### config.mk
export PLATFORM = sky130hd
export DESIGN_NAME = mult_digit_serial
export DESIGN_NICKNAME = d
export VERILOG_FILES = /design/src/rtl/mult_digit_serial.sv
export SDC_FILE = /design/constraint.sdc
export NUM_CORES = 1
export LEC_CHECK = 0
export ABC_AREA = 1
export BUFFER_PORTS_ARGS = -buffer_cell sky130_fd_sc_hd__buf_2
export CAP_MARGIN = 15
export CORE_MARGIN = 3
export CORE_UTILIZATION = 41
export CTS_BUF_LIST = sky130_fd_sc_hd__clkbuf_2
export CTS_CLUSTER_SIZE = 10
export DETAILED_ROUTE_END_ITERATION = 7
export PLACE_DENSITY_LB_ADDON = 0.15
export RECOVER_POWER = 25
export SKIP_CTS_REPAIR_TIMING = 1
export SYNTH_ARGS = -nofsm -noshare
export SYNTH_HDL_FRONTEND = slang
export SYNTH_SLANG_ARGS = --single-unit
### constraint.sdc
create_clock -name clk -period 3.3 [get_ports clk]
set_input_delay 0.33 -clock clk [delete_from_list [all_inputs] [get_ports clk]]
set_output_delay 0.33 -clock clk [all_outputs]
set_load 0.03 [all_outputs]
### src/rtl/mult_digit_serial.sv
// Digit-serial unsigned multiplier/accumulator: one DIGIT x DIGIT partial product
// per clock is shifted into place and added to a 2*WIDTH-bit accumulator.
module mult_digit_serial #(
  parameter int WIDTH = 8,
  parameter int DIGIT = 2
) (
  input  logic               clk,
  input  logic               rst,
  input  logic               in_valid,
  output logic               in_ready,
  input  logic [WIDTH-1:0]   in_a,
  input  logic [WIDTH-1:0]   in_b,
  input  logic               in_acc,
  output logic               out_valid,
  input  logic               out_ready,
  output logic [2*WIDTH-1:0] out_p,
  output logic               out_ovf,
  output logic               busy
);

  localparam int ND = WIDTH / DIGIT;
  localparam int IW = (ND > 1) ? $clog2(ND) : 1;
  localparam int PW = 2 * WIDTH;

  // Handshakes: a transfer happens on a rising edge where valid and ready are
  // both high; a producer holds valid and its data until that edge.
  typedef enum logic [1:0] {
    IDLE = 2'd0,
    BUSY = 2'd1,
    DONE = 2'd2
  } state_t;

  state_t state;
  state_t state_n;

  logic [WIDTH-1:0]   a_q;
  logic [WIDTH-1:0]   b_q;
  logic [IW-1:0]      i_q;
  logic [IW-1:0]      j_q;
  logic [PW-1:0]      acc_q;
  logic [PW-1:0]      last_q;
  logic               ovf_q;

  logic               accept;
  logic               deliver;
  logic               last_digit;
  logic [DIGIT-1:0]   a_dig;
  logic [DIGIT-1:0]   b_dig;
  logic [2*DIGIT-1:0] pp;
  logic [31:0]        sh;
  logic [PW:0]        pp_ext;
  logic [PW:0]        sum;

  assign accept     = (state == IDLE) && in_valid;
  assign deliver    = (state == DONE) && out_ready;
  assign last_digit = (i_q == IW'(ND - 1)) && (j_q == IW'(ND - 1));

  // Partial product of the current digit pair, aligned at DIGIT*(i+j).
  // Its top bit never exceeds 2*WIDTH-1, so the only carry into bit 2*WIDTH
  // comes from adding onto a preloaded accumulator.
  always_comb begin
    a_dig  = a_q[i_q*DIGIT +: DIGIT];
    b_dig  = b_q[j_q*DIGIT +: DIGIT];
    pp     = a_dig * b_dig;
    sh     = DIGIT * (32'(i_q) + 32'(j_q));
    pp_ext = {{(PW + 1 - 2*DIGIT){1'b0}}, pp} << sh;
    sum    = {1'b0, acc_q} + pp_ext;
  end

  always_ff @(posedge clk or posedge rst) begin
    if (rst) begin
      state <= IDLE;
    end else begin
      state <= state_n;
    end
  end

  always_comb begin
    state_n   = state;
    in_ready  = 1'b0;
    out_valid = 1'b0;
    busy      = 1'b0;
    case (state)
      IDLE: begin
        in_ready = 1'b1;
        if (in_valid) state_n = BUSY;
      end
      BUSY: begin
        busy = 1'b1;
        if (last_digit) state_n = DONE;
      end
      DONE: begin
        out_valid = 1'b1;
        if (out_ready) state_n = IDLE;
      end
      default: state_n = IDLE;
    endcase
  end

  always_ff @(posedge clk or posedge rst) begin
    if (rst) begin
      a_q    <= '0;
      b_q    <= '0;
      i_q    <= '0;
      j_q    <= '0;
      acc_q  <= '0;
      ovf_q  <= 1'b0;
      last_q <= '0;
    end else begin
      if (accept) begin
        a_q   <= in_a;
        b_q   <= in_b;
        i_q   <= '0;
        j_q   <= '0;
        acc_q <= in_acc ? last_q : '0;
        ovf_q <= 1'b0;
      end else if (state == BUSY) begin
        acc_q <= sum[PW-1:0];
        ovf_q <= ovf_q | sum[PW];
        // j is the inner index; i advances when j wraps.
        if (j_q == IW'(ND - 1)) begin
          j_q <= '0;
          i_q <= (i_q == IW'(ND - 1)) ? '0 : i_q + 1'b1;
        end else begin
          j_q <= j_q + 1'b1;
        end
      end
      if (deliver) last_q <= acc_q;
    end
  end

  // acc and ovf only change while BUSY, so they are stable throughout DONE.
  assign out_p   = acc_q;
  assign out_ovf = ovf_q;

endmodule

==> reports/qor.yml <==
outcome:
  status: "finished clean"
power_and_ir_drop:
  p_seq_frac: 0.294
  power.leakage_nw: 2.50
  p_sw_w: 0.00219
  p_comb_frac: 0.634
  p_int_w: 0.00197
  pwr-share-clk: 0.072
  power_density_nw_per_um2: 941
  sw_frac_of_total: 0.527
  irDropWorstVdd_v: 0.000351
route:
  wl_met2_um: 4770
  ant_nets: 0
  dr.pass1.iters: 4
  routed-via-count: 3511
  drc: 0
  drt-total-wl_um: 9480
  wl_per_cell_um: 13.0
  met3_length_um: 334
  vias_per_cell: 4.83
  top_layer_used: "met4"
  drt_iter0_markers: 188
  drt-met1-wl_um: 4280
worst_setup_path:
  startpoint_type: "flop"
  cp_max_fo: 6
  crit_path_end: "out_p[7]$_DFFE_PP0P_"
  cp.arrival_ns: 3.60
  cp_slowest_cell: "dfrtp_2"
  r2r_end: "out_p[7]$_DFFE_PP0P_"
  cp_cell_sequence: "buf_6 > o21ai_2 > a21oi_2 > nor2_1 > ha_2 > ha_4 > nand2_4 > nor2_1 > a31oi_1 > nor2_1 > ha_1 > nand2_1 > nand2_2 > a21oi_2 > nand2_2 > or2_0 > nand3_1 > nand2_1 > nand2_1 > nand2_1"
  reg2reg_depth: 20
  crit_required_ns: 3.72
  rrSetupSlack_ns: 0.11
  end_kind: "flop"
  slowest_delay_ns: 0.52
  r2r-start: "i_q[0]$_DFFE_PP0P_"
  cp-startpoint: "i_q[0]$_DFFE_PP0P_"
  crit_top_cell: "nand2_1"
  path_class: "reg -> reg"
place:
  port_buffers: 40
  place_congestion: 0.995
  dpl.hpwl_um: 6890
sta:
  timing.slew.headroom: 0.0692
  finalHoldViolCount: 0
  setup-tns-final_ns: 0
  maxSlewViolCount: 0
  rsz0062_at_grt: "yes"
  period_share: 0.966
  setup_viol: 0
  skew_ns: 0.0158
  whs_ns: 0.0203
  worst_pin_slew_ns: 1.39
  fmax_mhz: 314
  finalCriticalPeriod_ns: 3.19
synth:
  ys_seq_elements: 55
  syn-cell-area_um2: 3790
  syn_area_per_cell_um2: 6.76
  ys_warn_count: 0
  synth.largest_area_cell: "dfrtp_1"
  syn_nets: 605
  seq_area_frac_synth: 0.363
  synth.area.top_cells: "dfrtp_1 36%, nand2_1 22%, inv_1 8.1%"
  ys_types: 36
  synth_top_area_frac: 0.363
  netlist_instances: 561
global_routing:
  grt_pass1_wl_um: 15600
  grt_util_all_layers: 0.188
  grt_overflow: 0
  grt_max_degree: 35
  grt_pass1_vias: 3229
  antenna_found_initial: 0
clock_tree:
  clkSlewWorstSetupHoldPaths_ns: 0.31
  clk_path_buf_depth: 2
  htreeDepth: 2
  clock_sink_count: 55
  clk_latency_ns: 0.48
  cts_made_buffers: 5
  cts_root_buf: "clkbuf_2"
  cts_tree: "built"
floorplan:
  core_area_um2: 8850
  start_util: 0.428
  ios: 41
  die_area_um2: 10400
  fp.dieW_um: 102
  die_h_um: 102
  num_rows: 34
run:
  cap_violations: 0
finish:
  finalNetCount: 662
  layout-drive-gt1-share: 0.173
  synthToLayoutAreaGrowth_pct: 16.5
  antenna_cells: 0
worst_hold_path:
  hold_class: "in -> reg"
[logic make-up after synthesis]
group                      count (synthesis)  share of synthesized area
DFF                                       55                      0.363
and+or+nand+nor                          316                      0.348
muxes                                      1                    0.00264
AOI/OAI and AO/OA                         64                     0.0964
buffers and inverters                    102                      0.111
adders and majority gates                 23                     0.0799
[Yosys cell counts]
library cell / count
nand2_1: 220
inv_1: 82
dfrtp_1: 55
nor2_1: 37
nand3_1: 31
o21ai_0: 25
ha_1: 21
a21oi_1: 15
o21ai_1: 10
nor3_1: 8
inv_2: 7
a21boi_1: 5
nand4_1: 4
buf_2: 3
buf_6: 3
clkbuf_1: 3
nand3b_1: 3
nor2_2: 3
a21oi_2: 2
a31oi_1: 2
buf_4: 2
fa_1: 2
nand2_4: 2
o22ai_1: 2
or2_0: 2
or2_1: 2
a21boi_2: 1
a2bb2oi_2: 1
and2_1: 1
buf_1: 1
inv_4: 1
mux2i_1: 1
nor2_4: 1
nor2_8: 1
o21ai_2: 1
or2_2: 1
[cells in the final DEF (no fill, tap or decap), types with 7 or more instances in the layout]
cell type,n
a21oi_1,11
buf_2,40
buf_4,7
dfrtp_1,53
dlygate4sd3_1,14
ha_1,18
inv_1,80
inv_2,9
nand2_1,213
nand3_1,28
nor2_1,34
nor3_1,7
o21ai_0,21
o21ai_1,12
[critical path, delay by kind of cell (launching register included)]
kind	cells	cell delay (ns)
DFF	1	0.52
buffers and inverters	1	0.14
adders and majority gates	3	0.78
and+or+nand+nor	12	1.12
AOI/OAI and AO/OA	4	0.56
[power groups by stage]
stage	combinational (W)	sequential, W	clock, W
detailed placement	0.00239	0.00123	0
global placement	0.00234	0.00123	0
global route	0.00298	0.00127	0.000338
CTS	0.00240	0.00122	0.000315
floorplan	0.00173	0.00134	0
finish	0.00263	0.00122	0.000300
[state kept, by name (all words and copies together) (netlist names)]
| register | flops |
|---|---|
| a_q | 8 |
| b_q | 8 |
| i_q | 2 |
| j_q | 2 |
| last_q | 16 |
| out_ovf | 1 |
| out_p | 16 |
| state | 2 |
[how the worst min path moves through the flow]
stage / startpoint / endpoint / slack (ns) / depth (start not counted)
4_1_cts: rst / b_q[0]$_DFFE_PP0P_ / -0.09 / 2
3_5_place_dp: b_q[3]$_DFFE_PP0P_ / b_q[3]$_DFFE_PP0P_ / 0.46 / 2
2_1_floorplan: a_q[5]$_DFFE_PP0P_ / a_q[5]$_DFFE_PP0P_ / 0.44 / 2
6_report: in_a[7] / a_q[7]$_DFFE_PP0P_ / 0.02 / 3
3_3_place_gp: b_q[5]$_DFFE_PP0P_ / b_q[5]$_DFFE_PP0P_ / 0.46 / 2
5_1_grt: in_a[4] / a_q[4]$_DFFE_PP0P_ / 0.02 / 3
[metal layers]
layer  global-route usage  vias to the layer above
met5                    0                        -
met4               0.0394                        0
met3               0.0266                       11
met2                0.330                       53
met1                0.248                     1596
li1                     -                     1851
[cell type report]
type	count	area (um^2)
Clock buffer	5	25.0
Clock inverter	3	22.5
Fill cell	928	4430
Inverter	90	340
Multi-Input combinational cell	404	2110
Sequential cell	55	1380
Tap cell	108	135
Timing Repair Buffer	62	404
[stage by stage]
step	util	setup WS, ns	cells	cell area (um^2)	power [W]
floorplan	-	0.443	561	3790	0.00307
global placement	0.458	0.0309	698	4060	0.00357
detailed placement	0.458	-0.0467	698	4060	0.00362
CTS	0.464	-0.118	706	4100	0.00393
global route	0.499	-0.0775	727	4420	0.00459
finish	0.499	0.114	727	4420	0.00416
(Power assumes the default switching activity.)
